--- src/rtl/icache_pkg.sv ---
// Shared definitions for the instruction cache: geometry constants, the
// fill FSM state type and a block-to-word selection helper.
package icache_pkg;

  localparam int unsigned BLOCK_W    = 128;  // one memory block / cache line
  localparam int unsigned WORD_W     = 32;   // one instruction
  localparam int unsigned OFFSET_W   = 2;    // word select within a block
  localparam int unsigned MEM_ADDR_W = 28;   // block address (PC[31:4])

  typedef enum logic [1:0] {
    StIdle,
    StMemRead,
    StUpdate
  } icache_state_e;

  // Word n of a block occupies bits [32n+31:32n].
  function automatic logic [WORD_W-1:0] select_word(input logic [BLOCK_W-1:0]  block,
                                                    input logic [OFFSET_W-1:0] offset);
    return block[WORD_W*offset +: WORD_W];
  endfunction

endpackage

--- src/rtl/icache_line_array.sv ---
// Valid/tag/data storage for the direct-mapped instruction cache.
// Ports:
//   clock, reset          - clock; synchronous active-high clear of all valid bits
//   rd_index              - combinational read port index
//   rd_valid/tag/data     - contents of the indexed line
//   wr_en, wr_index       - synchronous line fill strobe and target line
//   wr_tag, wr_data       - tag and block written on a fill (valid is set)
module icache_line_array
  import icache_pkg::*;
#(
  parameter int unsigned LINES   = 8,
  parameter int unsigned INDEX_W = $clog2(LINES),
  parameter int unsigned TAG_W   = MEM_ADDR_W - INDEX_W
) (
  input  logic               clock,
  input  logic               reset,
  input  logic [INDEX_W-1:0] rd_index,
  output logic               rd_valid,
  output logic [TAG_W-1:0]   rd_tag,
  output logic [BLOCK_W-1:0] rd_data,
  input  logic               wr_en,
  input  logic [INDEX_W-1:0] wr_index,
  input  logic [TAG_W-1:0]   wr_tag,
  input  logic [BLOCK_W-1:0] wr_data
);

  logic [LINES-1:0]   valid_q;
  logic [TAG_W-1:0]   tag_q  [LINES];
  logic [BLOCK_W-1:0] data_q [LINES];

  // Reset wins over a fill landing on the same edge, so an interrupted
  // fill never leaves a valid line behind.
  always_ff @(posedge clock) begin
    if (reset) begin
      valid_q <= '0;
    end else if (wr_en) begin
      valid_q[wr_index] <= 1'b1;
    end
  end

  // Tag and data need no reset: they are only observed through valid.
  always_ff @(posedge clock) begin
    if (wr_en && !reset) begin
      tag_q[wr_index]  <= wr_tag;
      data_q[wr_index] <= wr_data;
    end
  end

  assign rd_valid = valid_q[rd_index];
  assign rd_tag   = tag_q[rd_index];
  assign rd_data  = data_q[rd_index];

endmodule

--- src/rtl/instruction_cache.sv ---
// Direct-mapped, read-only instruction cache between the fetch stage and a
// 128-bit block instruction memory. Hits return the word in the same cycle;
// a miss stalls the CPU, fetches the block, fills the line and replays.
// Ports:
//   clock, reset         - clock; synchronous active-high reset
//   read, address        - CPU fetch request and byte PC (bits [1:0] ignored)
//   instruction          - selected word of the indexed line (always driven)
//   busywait             - CPU stall
//   mem_read/mem_address - block read request and latched block address
//   mem_readdata         - returned block, byte 0 in bits [7:0]
//   mem_busywait         - memory busy
//   hit_count/miss_count - performance counters, only with ICACHE_PERF_EN defined
module instruction_cache
  import icache_pkg::*;
#(
  parameter int unsigned LINES = 8
) (
  input  logic                  clock,
  input  logic                  reset,
  input  logic                  read,
  input  logic [31:0]           address,
  output logic [WORD_W-1:0]     instruction,
  output logic                  busywait,
  output logic                  mem_read,
  output logic [MEM_ADDR_W-1:0] mem_address,
  input  logic [BLOCK_W-1:0]    mem_readdata,
  input  logic                  mem_busywait
`ifdef ICACHE_PERF_EN
  ,
  output logic [31:0]           hit_count,
  output logic [31:0]           miss_count
`endif
);

  localparam int unsigned INDEX_W = $clog2(LINES);
  localparam int unsigned TAG_W   = MEM_ADDR_W - INDEX_W;

  icache_state_e         state_q, state_d;
  logic                  first_q, first_d;  // in first MEM_READ cycle
  logic [MEM_ADDR_W-1:0] miss_addr_q, miss_addr_d;
  logic [BLOCK_W-1:0]    fill_data_q, fill_data_d;

  logic [OFFSET_W-1:0]   offset;
  logic [INDEX_W-1:0]    index;
  logic [TAG_W-1:0]      tag;
  logic                  line_valid;
  logic [TAG_W-1:0]      line_tag;
  logic [BLOCK_W-1:0]    line_data;
  logic                  line_we;
  logic                  hit;
  logic                  unused_addr;

  assign offset      = address[3:2];
  assign index       = address[4 +: INDEX_W];
  assign tag         = address[31 -: TAG_W];
  assign unused_addr = ^address[1:0];

  icache_line_array #(
    .LINES   (LINES),
    .INDEX_W (INDEX_W),
    .TAG_W   (TAG_W)
  ) u_lines (
    .clock    (clock),
    .reset    (reset),
    .rd_index (index),
    .rd_valid (line_valid),
    .rd_tag   (line_tag),
    .rd_data  (line_data),
    .wr_en    (line_we),
    .wr_index (miss_addr_q[INDEX_W-1:0]),
    .wr_tag   (miss_addr_q[MEM_ADDR_W-1 -: TAG_W]),
    .wr_data  (fill_data_q)
  );

  assign hit         = read && line_valid && (line_tag == tag);
  assign instruction = select_word(line_data, offset);
  assign mem_address = miss_addr_q;

  always_comb begin
    state_d     = state_q;
    first_d     = 1'b0;
    miss_addr_d = miss_addr_q;
    fill_data_d = fill_data_q;
    busywait    = 1'b0;
    mem_read    = 1'b0;
    line_we     = 1'b0;
    unique case (state_q)
      StIdle: begin
        busywait = read && !hit;
        if (read && !hit) begin
          state_d     = StMemRead;
          first_d     = 1'b1;
          miss_addr_d = address[31:4];
        end
      end
      StMemRead: begin
        busywait = 1'b1;
        mem_read = 1'b1;
        // A low mem_busywait in the first cycle may be stale from before the
        // memory saw the request, so it is not trusted.
        if (!first_q && !mem_busywait) begin
          state_d     = StUpdate;
          fill_data_d = mem_readdata;
        end
      end
      StUpdate: begin
        busywait = 1'b1;
        line_we  = 1'b1;
        state_d  = StIdle;
      end
      default: state_d = StIdle;
    endcase
  end

  always_ff @(posedge clock) begin
    if (reset) begin
      state_q     <= StIdle;
      first_q     <= 1'b0;
      miss_addr_q <= '0;
      fill_data_q <= '0;
    end else begin
      state_q     <= state_d;
      first_q     <= first_d;
      miss_addr_q <= miss_addr_d;
      fill_data_q <= fill_data_d;
    end
  end

`ifdef ICACHE_PERF_EN
  logic [31:0] hit_count_q, miss_count_q;

  always_ff @(posedge clock) begin
    if (reset) begin
      hit_count_q  <= '0;
      miss_count_q <= '0;
    end else if (state_q == StIdle) begin
      if (hit && (hit_count_q != '1)) begin
        hit_count_q <= hit_count_q + 32'd1;
      end
      if (read && !hit && (miss_count_q != '1)) begin
        miss_count_q <= miss_count_q + 32'd1;
      end
    end
  end

  assign hit_count  = hit_count_q;
  assign miss_count = miss_count_q;
`endif

endmodule
--- config.mk ---
export PLATFORM = sky130hd
export DESIGN_NAME = instruction_cache
export DESIGN_NICKNAME = d
export VERILOG_FILES = /design/src/rtl/icache_pkg.sv /design/src/rtl/icache_line_array.sv /design/src/rtl/instruction_cache.sv
export SDC_FILE = /design/constraint.sdc
export NUM_CORES = 1
export LEC_CHECK = 0
export BUFFER_PORTS_ARGS = -buffer_cell sky130_fd_sc_hd__buf_2
export CELL_PAD_IN_SITES_DETAIL_PLACEMENT = 1
export CELL_PAD_IN_SITES_GLOBAL_PLACEMENT = 1
export CORE_MARGIN = 2
export CORE_UTILIZATION = 49
export DETAILED_ROUTE_END_ITERATION = 6
export PLACE_DENSITY = 0.81
export SLEW_MARGIN = 10
export SYNTH_ARGS = -nofsm -noshare
export SYNTH_HDL_FRONTEND = slang
export SYNTH_SLANG_ARGS = --single-unit
--- constraint.sdc ---
create_clock -name clock -period 18.1 [get_ports clock]
set_clock_uncertainty 0.15 [all_clocks]
set_input_delay 1.81 -clock clock [delete_from_list [all_inputs] [get_ports clock]]
set_output_delay 1.81 -clock clock [all_outputs]
set_load 0.05 [all_outputs]
# Word-level counts from Yosys, hierarchy flattened
# Memory sizes are Yosys's and may differ from the RTL's.
# Index checks and enable logic that the tools add are counted.
# W data, S select, Z words.
# classes
magnitude_cmp	3
eq_ne	5
shifts	1
muxes	13
bitwise_logic	2
n_reduce_logical	16
# op_table
cell	n
$shiftx A128 B8 Y32	1
$eq A25 B25 Y1	1
$lt A3 B4 Y1 const B	2
$or A8 B8 Y8	1
$mux W1	7
$logic_and A1 B1 Y1	6
$reduce_and A2 Y1	3
$logic_not A1 Y1	4
$mux W2	2
$ne A2 B2 Y1 const B	2
$pmux W2 S2	1
$reduce_or A2 Y1	2
$bmux W1 S3	1
$demux W1 S3	1
$ge A3 B1 Y1 const B	1
$eq A2 B1 Y1 const B	1
$eq A2 B2 Y1 const B	1
$logic_not A2 Y1	1
$pmux W1 S2	1
$not A1 Y1	1
# word_totals
register_bits	167
ramBits	1224
input_bits	164
wordCells	47
n_memories	2
# mem_list
memory	depth	word_bits	read_ports	rd_ports_with_merged_regs	wr	line_no	source
u_lines.data_q	8	128	1	0	1	icache_line_array.sv:29	logic [BLOCK_W-1:0] data_q [LINES];
u_lines.tag_q	8	25	1	0	1	icache_line_array.sv:28	logic [TAG_W-1:0] tag_q [LINES];

# Depth between registers and ports, before layout
# logic_depth
word_depth	8
mapped_depth	12
depth_no_buf	8

# Hierarchy
# Synthesis repeated with hierarchy kept, for this count alone.
# unflattened
cells_unflattened	2563
area_unflattened_um2	52859.4
# modules_own_cells
mod	instances	cells_per_inst	area_per_inst_um2	seq_area_each_um2
icache_line_array	1	1819	46293.1	36915.4
instruction_cache	1	744	6566.3	3183.1

# Worst setup path before layout
# OpenSTA, ideal clock, no wires.
# synth_timing
path_kind	input port to flip-flop
from	input port reset
to	memory u_lines.data_q[0][0], enable pin
setup_ns	1.042
arrival_ns	16.455
setup_slack_ns	0.453
cell_stages	2
path_buffers	1
path_cell_list	clkbuf_1 -> nor4_1
# synth_between
elab_chain_len	4
# synth_lines
element	line_no	source
start, declared	instruction_cache.sv:19	input logic reset,
$logic_not A1 Y1	icache_line_array.sv:43	if (wr_en && !reset) begin
$logic_and A1 B1 Y1	icache_line_array.sv:43	
$mux W1	icache_line_array.sv:43	
$mux W1 (implied by the code)	icache_line_array.sv:45	data_q[wr_index] <= wr_data;
end, declared	icache_line_array.sv:29	
# No other way between the ends.

# Worst setup path after layout
# layout_timing
from	input port address[4]
to	output port instruction[19]
# layout_between
elab_chain_len	2
# layout_lines
element	line_no	source
start, declared	instruction_cache.sv:21	input logic [31:0] address,
$mem_v2 Z8 W128	-	
$shiftx A128 B8 Y32	icache_pkg.sv:19	return block[WORD_W*offset +: WORD_W];
end, declared	instruction_cache.sv:22	output logic [WORD_W-1:0] instruction,
# No other way between the ends.

==> qor_table.md <==
| Metric | Reported |
|:---|:---|
| Total power consumption of the routed design | 0.00679 W |
| Gr usage total | 24.2% |
| Synth top area share | 70.2% |
| Total die area | 109000 um2 |
| Maximum clock frequency | 112 MHz |
| Power per unit of standard cell area | 114 nW/um2 |
| Synthesized netlist cell count | 2500 |
| Number of violations of the max-capacitance limit | 0 |
| Final routed wire length divided by cell count | 30.4 um |
| Cell area after synthesis | 52300 um2 |
| Detailed Place HPWL | 74900 um |
| Layout area overhead | 13.9% |
| Antenna-violating nets left | 0 |
| I/O pin total | 226 |
| Via count of the first global-routing pass | 28100 |
| Antenna violations before repair | 21 |
| FF/Latch Area | 40100 um2 |
| Vert. Die Dim | 331 um |
| Placer congestion estimate | 0.746 |
| Layout cells sized above 1 | 30.6% |
| Post-synthesis register bit count | 1391 |
| Required time of the critical path | 16.14 ns |
| Total number of yosys warnings | 0 |
| Sinks on the clock net | 1391 |
| Footprint of the multi-input gates | 11700 um2 |
| Average cell area after synthesis | 20.9 um2 |
| Iter 0 DRT Violations | 2458 |
| Width of the die | 331 um |
| Transition time of the tightest slew-check pin | 1.14 ns |
| Number of H-tree branching levels | 4 |
| CTS-repair resized insts | 0 |
| Clock slew at the register clock pins of the worst setup and hold paths | 0.06 ns |
| Minimum clock period | 8.90 ns |
| Final TNS setup | 0 ns |
| Detailed-routing iteration count for the pre-antenna-repair pass | 6 |
| Avg Vias per Cell | 6.02 |
| Number of distinct library cells after synthesis | 36 |
| Status | finished, final reports clean |
| Final Hold Slack | 0.306 ns |
| Layout Nets | 2941 |
| Type of origin of the critical path | input pin |
| TritonCTS Buffers | 139 |
| Type of the worst setup path | in -> out |
| TritonCTS clock tree | done |
| Port Buffers | 223 |
| Sequential-to-total area share from yosys stat | 76.6% |
| Peak VDD IR | 107 uV |
| Via count | 25800 |
| Post-synthesis cell type with the largest combined area | edfxtp_1 |
| Area contributors post-synth | edfxtp_1 (70%), mux4_2 (16%), dfxtp_1 (6.4%) |
| Total global routing overflow | 0 |
| Clock network latency to the later pin of the worst-skew pair | 0.75 ns |
| Number of nets produced by synthesis | 2668 |
| Final period utilization | 49.2% |
| Highest net fanout along the worst path | 84 |
| Leak pwr | 20.7 nW |
| Data arrival, critical path | 6.94 ns |
| Final max-slew violation count | 0 |
| Crit. End Element | output port |
| Rel. slew slack | 23.9% |
| Number of design rule violations left after detail routing | 0 |
| Final setup violation count | 0 |
| CTS hold repair buffers | 0 |
| Wirelength, routed | 130000 um |
| Number of placement rows | 119 |
| Fill count | 9047 |
| Post-Place Cell Area | 55100 um2 |
| Largest net degree at the start of global routing | 144 |
| Wire length of the first global-routing pass | 190000 um |
| Initial Util | 49.6% |
| Worst hold-check path type | reg -> reg |
| RSZ-0062 raised after global routing | false |
| Area of the core | 106000 um2 |
| Final non-filler cell area | 59600 um2 |
| Post-CTS Setup Inserts | 0 |
| Number of endpoints with negative hold slack in the final report | 0 |
| Clock root cell | clkbuf_16 |
| Clock Path Buffers | 3 |
## through the flow
stage               worst slack, ns  std cells  util (%)
finish                         9.20       4286      56.5
global route                   8.65       4284      56.5
CTS                            8.99       4282      56.5
detailed placement             8.97       4023      52.2
global placement               9.08       4023      52.2
floorplan                     0.453       2500         -
## cells in the mapped netlist (all sizes together)
library cell / instances
o21ai: 1
a21o: 10
nand4: 4
nor2b: 1
nor2: 38
dfxtp: 167
edfxtp: 1224
ha: 4
nand3b: 1
mux2i: 60
mux4: 368
and4: 1
a2bb2oi: 1
nand2b: 3
o211ai: 1
buf: 60
and2: 2
mux2: 32
inv: 4
xor2: 20
o2111ai: 1
a311oi: 1
nand2: 266
nand3: 6
nor3: 3
nor4: 5
and3b: 1
clkbuf: 81
a31oi: 2
a22oi: 1
a21oi: 131
## area by class of cell
class | count | share of cell area (%)
Tap cell | 1391 | 2.92
Sequential cell | 1391 | 67.2
Antenna cell | 4 | 0.0168
Multi-Input combinational cell | 964 | 19.5
Inverter | 4 | 0.0252
Timing Repair Buffer | 273 | 2.60
Clock inverter | 65 | 1.12
Clock buffer | 194 | 6.55
## per-layer routing
metal / global-route usage (%) / share of wire (%)
met3: 6.01 / 7.9
met2: 40.1 / 50
met1: 31.3 / 38
met4: 9.02 / 3.5
met5: 0 / 0.12
## worst max-delay path: stages
cell and delay (ns):
buf_8 0.64, buf_4 0.87, buf_4 0.78, buf_4 0.87, mux4_2 0.62, mux4_2 0.54
mux2_2 0.35, buf_2 0.23
## cells in the final DEF (no fill, tap or decap), types with 2 or more instances in the layout
cell and count:
edfxtp_1 1224, mux4_2 368, nand2_1 265, buf_2 218, dfxtp_1 167, clkbuf_16 143, a21oi_1 130, mux2i_1 60
buf_4 49, clkbuf_1 37, nor2_1 34, mux2_2 32, clkinv_1 22, xor2_1 20, clkinv_2 19, clkbuf_8 14
a21o_1 10, bufinv_16 9, nand3_1 6, diode_2 4, inv_1 4, nand4_1 4, nor4_2 4, nor2_4 4
ha_1 4, clkinv_8 4, clkinvlp_4 4, nand2b_1 3, inv_6 3, a31oi_1 2, nor3_2 2, clkinv_16 2
inv_16 2, buf_6 2, buf_8 2, buf_12 2
## worst paths after layout
path / start / end / slack (ns) / cells after the start
max: address[4] / instruction[19] / 9.20 / 8
min: u_lines.valid_q[2] / u_lines.valid_q[2] / 0.31 / 1
max reg2reg: state_q[0] / u_lines.data_q[7][21] / 14.65 / 6
min reg2reg: u_lines.valid_q[2] / u_lines.valid_q[2] / 0.31 / 1
## power by group
group / internal (W) / switching, W / total, W / leakage (nW)
clock network: 0.00165 / 0.00122 / 0.00287 / 2.23
logic: 0.000134 / 0.000231 / 0.000365 / 4.80
registers: 0.00352 / 0.0000455 / 0.00356 / 13.6
## logic make-up (layout without fill, tap and decap cells)
| logic type | count (synthesis) | in the layout | synth area share, % |
|---|---|---|---|
| other | 0 | 4 | 0 |
| flip-flops | 1391 | 1391 | 76.6 |
| buffers and inverters | 145 | 536 | 1.27 |
| multiplexers | 460 | 460 | 17.7 |
| AND/OR/NAND/NOR | 331 | 331 | 2.52 |
| adder cells (fa/ha/maj) | 4 | 4 | 0.0956 |
| AO/OA/AOI/OAI | 149 | 149 | 1.52 |
| XOR/XNOR | 20 | 20 | 0.335 |
## registers in the layout (all words and copies together), names as in the netlist
register         count
u_lines.tag_q      200
u_lines.valid_q      8
mem_address         28
first_q              1
u_lines.data_q    1024
state_q              2
fill_data_q        128
Note: power is estimated with default switching activity, not from simulation.
